===== config.mk =====
export PLATFORM = sky130hd
export DESIGN_NAME = duty_fade_flat
export DESIGN_NICKNAME = d
export VERILOG_FILES = /design/src/rtl/duty_fade_pkg.sv /design/src/rtl/duty_fade_if.sv /design/src/rtl/duty_fade_tick_gen.sv /design/src/rtl/duty_fade.sv /design/src/flat_wrapper.sv
export SDC_FILE = /design/constraint.sdc
export NUM_CORES = 1
export LEC_CHECK = 0
export ABC_AREA = 1
export CORE_MARGIN = 2
export CORE_UTILIZATION = 50
export CTS_BUF_LIST = sky130_fd_sc_hd__clkbuf_4
export CTS_CLUSTER_DIAMETER = 120
export CTS_CLUSTER_SIZE = 12
export DETAILED_ROUTE_END_ITERATION = 10
export DONT_BUFFER_PORTS = 1
export GPL_ROUTABILITY_DRIVEN = 0
export SLEW_MARGIN = 20
export SYNTH_ARGS = -nofsm -noshare
export SYNTH_HDL_FRONTEND = slang
export SYNTH_SLANG_ARGS = --single-unit

===== constraint.sdc =====
create_clock -name clk -period 4.35 [get_ports clk]
set_clock_uncertainty 0.1 [all_clocks]
set_input_delay 0.2175 -clock clk [delete_from_list [all_inputs] [get_ports clk]]
set_output_delay 0.2175 -clock clk [all_outputs]
set_load 0.03 [all_outputs]

===== src/rtl/duty_fade_pkg.sv =====
// ============================================================================
// Module   : duty_fade_pkg
// Purpose  : Shared state encoding and default widths for the duty_fade block.
// Revision : 1.0 - initial release
// ============================================================================
`default_nettype none

package duty_fade_pkg;

    localparam int c_DUTY_W = 8;
    localparam int c_STEP_W = 16;

    typedef enum logic [1:0] {
        ST_IDLE = 2'd0,
        ST_UP   = 2'd1,
        ST_HOLD = 2'd2,
        ST_DOWN = 2'd3
    } fade_state_t;

endpackage

`default_nettype wire


===== src/rtl/duty_fade_if.sv =====
// ============================================================================
// Module   : duty_fade_if
// Purpose  : Control/status bundle between a sequencer master and duty_fade.
// Revision : 1.0 - initial release
// ============================================================================
`default_nettype none

interface duty_fade_if
    import duty_fade_pkg::*;
#(
    parameter int R      = c_DUTY_W,
    parameter int STEP_W = c_STEP_W
);
    logic              start;
    logic              stop;
    logic              loop;
    logic [STEP_W-1:0] step_div;
    logic [STEP_W-1:0] hold_ticks;
    logic [R-1:0]      duty_max;
    logic [R-1:0]      duty;
    logic              busy;
    logic              done;

    modport master (
        output start, stop, loop, step_div, hold_ticks, duty_max,
        input  duty, busy, done
    );

    modport slave (
        input  start, stop, loop, step_div, hold_ticks, duty_max,
        output duty, busy, done
    );
endinterface

`default_nettype wire


===== src/rtl/duty_fade_tick_gen.sv =====
// ============================================================================
// Module   : fade_tick_gen
// Purpose  : Step prescaler; emits one tick every step_div+1 enabled clocks.
// Revision : 1.0 - initial release
// ============================================================================
`default_nettype none

module fade_tick_gen #(
    parameter int STEP_W = 16
) (
    input  wire logic              clk,
    input  wire logic              reset_n,
    input  wire logic              i_enable,
    input  wire logic              i_run,
    input  wire logic              i_clear,
    input  wire logic [STEP_W-1:0] i_step_div,
    output logic                   o_tick
);

    logic [STEP_W-1:0] r_cnt;

    // step_div is compared live so a new value applies at the next compare
    assign o_tick = i_run && (r_cnt == i_step_div);

    always_ff @(posedge clk or negedge reset_n) begin
        if (!reset_n) begin
            r_cnt <= '0;
        end else if (i_enable) begin
            if (i_clear || !i_run || o_tick) begin
                r_cnt <= '0;
            end else begin
                r_cnt <= r_cnt + 1'b1;
            end
        end
    end

endmodule

`default_nettype wire


===== src/rtl/duty_fade.sv =====
// ============================================================================
// Module   : duty_fade
// Purpose  : Linear up/hold/down duty sequencer feeding a PWM stage.
// Options  : DUTY_FADE_GAMMA_EN - registered square-law output shaping.
// Revision : 1.0 - initial release
// ============================================================================
`default_nettype none

module duty_fade
    import duty_fade_pkg::*;
#(
    parameter int R      = c_DUTY_W,
    parameter int STEP_W = c_STEP_W
) (
    input  wire logic   clk,
    input  wire logic   reset_n,
    input  wire logic   enable,
    duty_fade_if.slave  bus
);

    fade_state_t       r_state;
    fade_state_t       w_state_nxt;
    logic [R-1:0]      r_lin;
    logic [R-1:0]      w_lin_nxt;
    logic [R-1:0]      r_max;
    logic [R-1:0]      w_max_nxt;
    logic [STEP_W-1:0] r_hold;
    logic [STEP_W-1:0] w_hold_nxt;
    logic              r_stopped;
    logic              w_stopped_nxt;
    logic              r_done;
    logic              w_done_nxt;
    logic              w_tick;
    logic              w_busy;
    logic              w_state_chg;
    logic [R-1:0]      w_lin_inc;
    logic [R-1:0]      w_lin_dec;

    assign w_busy      = (r_state != ST_IDLE);
    assign w_state_chg = (w_state_nxt != r_state);
    assign w_lin_inc   = r_lin + 1'b1;
    assign w_lin_dec   = r_lin - 1'b1;

    fade_tick_gen #(
        .STEP_W (STEP_W)
    ) u_tick_gen (
        .clk        (clk),
        .reset_n    (reset_n),
        .i_enable   (enable),
        .i_run      (w_busy),
        .i_clear    (w_state_chg),
        .i_step_div (bus.step_div),
        .o_tick     (w_tick)
    );

    always_ff @(posedge clk or negedge reset_n) begin
        if (!reset_n) begin
            r_state   <= ST_IDLE;
            r_lin     <= '0;
            r_max     <= '0;
            r_hold    <= '0;
            r_stopped <= 1'b0;
            r_done    <= 1'b0;
        end else if (enable) begin
            r_state   <= w_state_nxt;
            r_lin     <= w_lin_nxt;
            r_max     <= w_max_nxt;
            r_hold    <= w_hold_nxt;
            r_stopped <= w_stopped_nxt;
            r_done    <= w_done_nxt;
        end
    end

    always_comb begin
        w_state_nxt   = r_state;
        w_lin_nxt     = r_lin;
        w_max_nxt     = r_max;
        w_hold_nxt    = r_hold;
        w_stopped_nxt = r_stopped;
        w_done_nxt    = 1'b0;

        case (r_state)
            ST_IDLE: begin
                if (bus.start && !bus.stop) begin
                    w_state_nxt   = ST_UP;
                    w_max_nxt     = bus.duty_max;
                    w_lin_nxt     = '0;
                    w_stopped_nxt = 1'b0;
                end
            end
            ST_UP: begin
                // stop wins over a coincident tick: duty holds on that edge
                if (bus.stop) begin
                    w_state_nxt   = ST_DOWN;
                    w_stopped_nxt = 1'b1;
                end else if (w_tick) begin
                    if (r_max == '0) begin
                        w_state_nxt = ST_HOLD;
                    end else begin
                        w_lin_nxt = w_lin_inc;
                        if (w_lin_inc == r_max) begin
                            w_state_nxt = ST_HOLD;
                        end
                    end
                end
            end
            ST_HOLD: begin
                if (bus.stop) begin
                    w_state_nxt   = ST_DOWN;
                    w_stopped_nxt = 1'b1;
                    w_hold_nxt    = '0;
                end else if (w_tick) begin
                    if (r_hold == bus.hold_ticks) begin
                        w_hold_nxt  = '0;
                        w_state_nxt = ST_DOWN;
                    end else begin
                        w_hold_nxt = r_hold + 1'b1;
                    end
                end
            end
            ST_DOWN: begin
                if (w_tick) begin
                    // covers both the normal last step and a zero-peak entry
                    if ((r_lin == '0) || (w_lin_dec == '0)) begin
                        w_lin_nxt = '0;
                        if (bus.loop && !r_stopped) begin
                            w_state_nxt = ST_UP;
                        end else begin
                            w_state_nxt = ST_IDLE;
                            w_done_nxt  = 1'b1;
                        end
                    end else begin
                        w_lin_nxt = w_lin_dec;
                    end
                end
            end
            default: begin
                w_state_nxt = ST_IDLE;
            end
        endcase
    end

    assign bus.busy = w_busy;
    assign bus.done = r_done;

`ifdef DUTY_FADE_GAMMA_EN
    logic [2*R-1:0] w_lin_ext;
    logic [R-1:0]   w_sq_hi;
    logic [R-1:0]   w_sq_lo_unused;
    logic [R-1:0]   r_gamma;

    assign w_lin_ext                 = {{R{1'b0}}, r_lin};
    assign {w_sq_hi, w_sq_lo_unused} = w_lin_ext * w_lin_ext;

    always_ff @(posedge clk or negedge reset_n) begin
        if (!reset_n) begin
            r_gamma <= '0;
        end else if (enable) begin
            r_gamma <= w_sq_hi;
        end
    end

    assign bus.duty = r_gamma;
`else
    assign bus.duty = r_lin;
`endif

endmodule

`default_nettype wire


===== src/flat_wrapper.sv =====
// flat-port wrapper written by rule: the top's interface ports become plain ports
module duty_fade_flat import duty_fade_pkg::*;
#(
    parameter int R      = c_DUTY_W,
    parameter int STEP_W = c_STEP_W
)
  (clk, reset_n, enable, bus_start, bus_stop, bus_loop, bus_step_div, bus_hold_ticks, bus_duty_max, bus_duty, bus_busy, bus_done);
  duty_fade_if #(.R(R), .STEP_W(STEP_W)) bus_i ();
  input  wire logic clk;
  input  wire logic reset_n;
  input  wire logic enable;
  input wire logic [$bits(bus_i.start)-1:0] bus_start;
  input wire logic [$bits(bus_i.stop)-1:0] bus_stop;
  input wire logic [$bits(bus_i.loop)-1:0] bus_loop;
  input wire logic [$bits(bus_i.step_div)-1:0] bus_step_div;
  input wire logic [$bits(bus_i.hold_ticks)-1:0] bus_hold_ticks;
  input wire logic [$bits(bus_i.duty_max)-1:0] bus_duty_max;
  output wire logic [$bits(bus_i.duty)-1:0] bus_duty;
  output wire logic [$bits(bus_i.busy)-1:0] bus_busy;
  output wire logic [$bits(bus_i.done)-1:0] bus_done;
  assign bus_i.start = bus_start;
  assign bus_i.stop = bus_stop;
  assign bus_i.loop = bus_loop;
  assign bus_i.step_div = bus_step_div;
  assign bus_i.hold_ticks = bus_hold_ticks;
  assign bus_i.duty_max = bus_duty_max;
  assign bus_duty = bus_i.duty;
  assign bus_busy = bus_i.busy;
  assign bus_done = bus_i.done;
  duty_fade #(.R(R), .STEP_W(STEP_W)) u_core (.clk(clk), .reset_n(reset_n), .enable(enable), .bus(bus_i));
endmodule

==> metrics.txt, run 1 <==
Hold Startpoint bus_stop; Mapped Area 3750 um2; cell count after placement 623; compound-cell area share of the yosys netlist 12.9%; async set-reset flop share out of synthesis 100%; count of standard-cell rows 31; Clk network pwr share 13.3%; core occupancy in the finished layout 55.6%; starting utilization of the core area 51.7%; overall via count from detail_route 3,330; Setup TNS 0 ps; net count after synthesis 591; Core Region 7250 um2; post-CTS clock slew at the launch and capture registers of the worst setup and hold paths 160 ps; initial antenna violation count 0; antenna cells 0; most used flip-flop cell after synthesis sky130_fd_sc_hd__dfrtp_1; R2R Path Start u_core.r_state[1]; Die X-Extent 90.6 um; Final setup violation count 0; Worst Tran Pin Value 1090 ps; shortest clock period the worst path allows after layout 3250 ps; post-synthesis share of cell area spent on and, or, nand and nor gates 30.9%; share of layout cells above drive strength 1 7.54%; worst-case hold slack 27.6 ps; leading cell type in the layout, fill and taps excluded sky130_fd_sc_hd__nand2_1; area grow syn2layout 7.64%; endpoint required time on the critical path 4500 ps; crit end category flip-flop; PwrDens 538 nW/um2; capture point of the worst path u_core.u_tick_gen.r_cnt[15]; Max transition margin 26.9%; path class of the lowest-slack min-delay path in -> reg; fmax 0.308 GHz; endpoint of the worst-slack reg-to-reg timing path u_core.r_hold[14]; Detailed Routing Iterations Pass 1 4; flop-to-flop setup slack 1310 ps; run status finished clean; Routed wire per std cell 13.1 um; clock buffers created by TritonCTS 5; delay of the slowest cell on the worst path 1260 ps; Final Max Tran Viols 0; Post-synth EDFFs 0; setup repair after global routing missed its margin no; IO buf count 0; number of buffers between clock root and the deepest sink 2; global-route wire length before repair 14.9 mm; drt total wl 8.42 mm; number of vias per cell after detailed routing 5.18; cell internal pwr 1.14 mW; number of max-capacitance violations reported 0; Yosys warning total 0; number of global-route vias before repair 3,159; HPWL Detailed 6.38 mm; overall die height 90.6 um; startpoint kind of the worst setup timing path input pin; area share of fa/ha/maj cells after synthesis 3.67%; share of total power in sequential cells 39.3%; Unique masters post-synth 34; clock root buffer sky130_fd_sc_hd__clkbuf_4; maximum number of pins on one net before global-route repair 53; final worst-path cycle share 74.6%; cell-by-cell trace of the critical path dlygate4sd3_1 > inv_1 > nor4_1 > nand2_1 > nor2_1 > nand2_1 > nor2_1 > nand3_1 > nor2_1 > nand2_1 > xor2_1 > a21oi_2; count of boundary I/O pins 56; worst IR drop on VDD 0.198 mV; Worst Setup Path Type in -> reg; share of synthesized area spent on multiplexers 1.20%; library cell contributing the largest single delay on the critical path sky130_fd_sc_hd__dlygate4sd3_1; path depth of the worst reg2reg path 12; latest clock arrival within the worst-skew pair 370 ps; final hold violation count 0; number of synthesized register bits 52; Lkg Pwr 1.82 nW; post-detailed-route count of antenna-violating nets 0; final cell count without fillers 643; synthesized area per cell 7.02 um2; Post-Synth XOR/XNOR Area 7.71%; global router's overall resource usage 21.9%; power consumption 2.17 mW; nets@finish 600; relative contribution of combinational cells to total power 47.4%; H-tree depth reported by CTS 2; most frequent cells in the layout sky130_fd_sc_hd__nand2_1, sky130_fd_sc_hd__inv_1, sky130_fd_sc_hd__dfrtp_1; net switching fraction of the power 47.4%; clk sink count 52; DRC 0; portion of the post-synthesis area used by sequential elements 34.7%; die footprint 8210 um2; CTS tree yes; largest fanout on the critical path 22; number of buffers added for setup after CTS 0; Initial DRC Count 139; power spent charging and discharging nets 1.03 mW; Critical path origin enable; total congestion overflow 0; arrival time at the worst endpoint 3390 ps; worst hold path depth 3; main combinational cell family by area after synthesis simple AND/OR/NAND/NOR gates; number of standard cells after synthesis 534
==> worst max-delay path: cells and delay by family <==
| kind | cells | cell delay, ps |
|---|---|---|
| buffers and inverters | 2 | 1600 |
| and+or+nand+nor | 8 | 1360 |
| AOI/OAI and AO/OA | 1 | 40 |
| xor gates and xnor gates | 1 | 160 |
==> cell usage after synthesis, types with 10 or more instances <==
library cell / instances / area [um2]
sky130_fd_sc_hd__a21oi_1: 34 / 170
sky130_fd_sc_hd__xor2_1: 16 / 140
sky130_fd_sc_hd__xnor2_1: 17 / 149
sky130_fd_sc_hd__o21ai_0: 33 / 165
sky130_fd_sc_hd__nor2_1: 51 / 191
sky130_fd_sc_hd__nand3_1: 47 / 235
sky130_fd_sc_hd__a21oi_2: 10 / 87.6
sky130_fd_sc_hd__nand2_1: 131 / 492
sky130_fd_sc_hd__dfrtp_1: 52 / 1300
sky130_fd_sc_hd__inv_1: 71 / 267
sky130_fd_sc_hd__ha_1: 11 / 138
==> repair_timing <==
action / in CTS / in global routing
hold buffers: 12 / 0
setup endpoints to repair: 0 / 0
hold endpoints to repair: 80 / 0
resized for setup: 0 / 0
==> metrics by stage <==
| step | instance area, um2 | worst slack [ps] |
|---|---|---|
| 4_1_cts | 4040 | 1100 |
| 2_1_floorplan | 3750 | 1810 |
| 5_1_grt | 4040 | 765 |
| 3_3_place_gp | 3810 | 1350 |
| 6_report | 4040 | 1100 |
| 3_5_place_dp | 3810 | 1360 |
==> power by group through the flow <==
stage,clock network [mW],registers (mW),logic [mW]
finish,0.290,0.853,1.03
CTS,0.305,0.852,1.03
global route,0.319,0.881,1.20
floorplan,0,0.804,0.871
global placement,0,0.859,0.992
detailed placement,0,0.863,1.00
==> layout make-up <==
cell class | count | area [um2]
Timing Repair Buffer | 12 | 138
Sequential cell | 52 | 1300
Clock buffer | 6 | 45.0
Tap cell | 99 | 124
Fill cell | 718 | 3220
Multi-Input combinational cell | 399 | 2120
Inverter | 73 | 274
Clock inverter | 2 | 38.8
==> metal layers <==
| layer | track usage (%) | part of all wire [%] | wire length, um | up-vias |
|---|---|---|---|---|
| met2 | 35.6 | 46 | 3860 | 68 |
| li1 | - | - | - | 1736 |
| met5 | 0 | 0 | 0 | - |
| met1 | 30.2 | 48 | 4080 | 1514 |
| met4 | 5.26 | 1.3 | 106 | 0 |
| met3 | 4.01 | 4.4 | 369 | 12 |
==> flip-flops by register name, summed over array words and instances (netlist names) <==
signal and cells:
u_core.bus.done 1, u_core.bus.duty 8, u_core.r_hold 16, u_core.r_max 8, u_core.r_state 2, u_core.r_stopped 1, u_core.u_tick_gen.r_cnt 16
==> logic make-up after synthesis <==
kind of cell | Yosys count
AO/OA/AOI/OAI | 85
multiplexers | 4
flip-flops | 52
buffers and inverters | 83
AND/OR/NAND/NOR | 266
XOR/XNOR | 33
adder cells (fa/ha/maj) | 11
==> worst min path at each step <==
stage / to
2_1_floorplan: u_core.bus.done
3_3_place_gp: u_core.bus.duty[3]
4_1_cts: u_core.r_stopped
3_5_place_dp: u_core.bus.duty[4]
6_report: u_core.r_stopped
5_1_grt: u_core.r_stopped
(Power assumes the default switching activity.)
==> run 2, diff against run 1 <==
PLACE_DENSITY = 0.68   (was default)
clock period = 2.9 ns   (was 4.35 ns; I/O delays follow)
==> run 2 against run 1 <==
Via count rose by 4.9%; clock power rose by 18%; worst setup slack got worse by 920 ps; critical path depth rose by 3; critical path type is now reg -> reg; global-route usage fell by 0.17 points; sequential cell count did not move; core utilization rose by 2.0 points; first-iteration DRC count rose by 68%; combinational power rose by 63%; die area did not move; critical endpoint is now u_core.r_state[0].
==> metrics.txt, run 2 (same netlist as run 1, synthesis figures left out) <==
clk sink count 52; largest fanout on the critical path 7; endpoint required time on the critical path 3080 ps; Max transition margin 40.4%; Core Region 7250 um2; cell-by-cell trace of the critical path buf_6 > nand3_1 > nor2_2 > nand2_1 > nand3_1 > nand2_1 > nor2_1 > nand3_1 > nand2_1 > nand3_1 > nand2_1 > nand3_1 > nand3_1 > o21ai_0 > dlygate4sd3_1; initial antenna violation count 0; nets@finish 615; count of standard-cell rows 31; arrival time at the worst endpoint 2890 ps; library cell contributing the largest single delay on the critical path sky130_fd_sc_hd__dfrtp_2; Final setup violation count 0; number of buffers between clock root and the deepest sink 2; PwrDens 786 nW/um2; crit end category flip-flop; Final Max Tran Viols 0; Detailed Routing Iterations Pass 1 5; clock buffers created by TritonCTS 5; Setup TNS 0 ps; number of vias per cell after detailed routing 5.31; worst IR drop on VDD 0.309 mV; final-layout fill cell count 689; global router's overall resource usage 21.7%; overall die height 90.6 um; share of layout cells above drive strength 1 10.9%; overall via count from detail_route 3,493; DRC 0; final hold violation count 0; total congestion overflow 0; Worst Setup Path Type reg -> reg; starting utilization of the core area 51.7%; H-tree depth reported by CTS 2; cell seen most often among critical-path stages sky130_fd_sc_hd__nand3_1; core occupancy in the finished layout 57.7%; Die X-Extent 90.6 um; run status finished clean; Initial DRC Count 234; post-CTS clock slew at the launch and capture registers of the worst setup and hold paths 160 ps; final worst-path cycle share 93.6%; fmax 0.368 GHz; CTS tree yes; die footprint 8210 um2; maximum number of pins on one net before global-route repair 53; leading cell type in the layout, fill and taps excluded sky130_fd_sc_hd__nand2_1; shortest clock period the worst path allows after layout 2720 ps; clock root buffer sky130_fd_sc_hd__clkbuf_4; number of max-capacitance violations reported 0; Lkg Pwr 1.88 nW; largest registers ranked by flip-flop count u_core.r_hold x16, u_core.u_tick_gen.r_cnt x16; worst-case hold slack 39.7 ps; Routed wire per std cell 13.3 um; path class of the lowest-slack min-delay path in -> reg; area grow syn2layout 11.5%; final design instance area without fill 4180 um2; Worst Tran Pin Value 890 ps; count of boundary I/O pins 56; most frequent cells in the layout sky130_fd_sc_hd__nand2_1, sky130_fd_sc_hd__inv_1, sky130_fd_sc_hd__nor2_1; HPWL Detailed 6.19 mm; latest clock arrival within the worst-skew pair 390 ps; post-detailed-route count of antenna-violating nets 0; IO buf count 0; power consumption 3.29 mW; antenna cells 0; number of global-route vias before repair 3,197; global-route wire length before repair 14.7 mm; drt total wl 8.75 mm; standard cell area after detailed placement 3860 um2; startpoint kind of the worst setup timing path flip-flop; delay of the slowest cell on the worst path 600 ps
==> run 2: cell count changes in the layout (fill, tap and decap cells not counted), moves of 2 or more <==
cell	delta
sky130_fd_sc_hd__ha_1	-3
sky130_fd_sc_hd__dfrtp_1	-5
sky130_fd_sc_hd__nor2_2	-2
sky130_fd_sc_hd__inv_1	-2
sky130_fd_sc_hd__buf_4	+8
sky130_fd_sc_hd__dfrtp_2	+5
sky130_fd_sc_hd__dlygate4sd3_1	+6
sky130_fd_sc_hd__nor2_4	+2
sky130_fd_sc_hd__ha_2	+2
==> run 2: critical path: cells and delay by family (launching register included) <==
family                 cells  cell delay [ps]
buffers and inverters      2              710
AOI/OAI and AO/OA          1               80
and+or+nand+nor           12             1120
DFF                        1              600
==> run 2: final timing paths <==
path	start	end	slack (ps)	cells past startpoint
hold / removal	bus_stop	u_core.r_hold[8]	40	5
setup reg to reg	u_core.bus.duty[2]	u_core.r_state[0]	180	15
hold reg to reg	u_core.r_stopped	u_core.r_stopped	410	2
min in group asynchronous	reset_n	u_core.bus.duty[2]	180	2
max in group asynchronous	reset_n	u_core.r_max[2]	2250	2
setup / recovery	u_core.bus.duty[2]	u_core.r_state[0]	180	15
==> run 2: repair_timing <==
action	in CTS	in global routing
gates resized for setup	0	18
buffers inserted	0	3
hold buffers	18	0
endpoints found under the hold margin	80	0
setup endpoints to repair	0	21
==> run 2: metrics by stage <==
stage	worst slack, ps	instances
finish	185	658
global route	-25.6	658
CTS	86.0	655
detailed placement	229	629
global placement	245	629
floorplan	363	534
==> run 2: layout make-up <==
type | instances | area [um2] | area share, %
clock buffers | 5 | 37.5 | 0.897
inverters | 73 | 277 | 6.61
clock inverters | 3 | 17.5 | 0.419
flip-flops and latches | 52 | 1310 | 31.3
well taps | 99 | 124 | 2.96
multi-input cells | 399 | 2150 | 51.4
repair buffers | 27 | 269 | 6.43
==> run 2: routing by layer <==
metal	routed length [um]	track usage (%)
met4	124	5.51
met5	0	0
met1	3900	29.1
met3	527	4.42
met2	4200	35.9
==> run 2: power breakdown <==
group | internal, mW | total (mW) | switching, mW | leakage [nW]
sequential | 0.945 | 1.27 | 0.323 | 0.674
combinational | 0.661 | 1.68 | 1.02 | 1.17
clock | 0.0944 | 0.343 | 0.249 | 0.0330
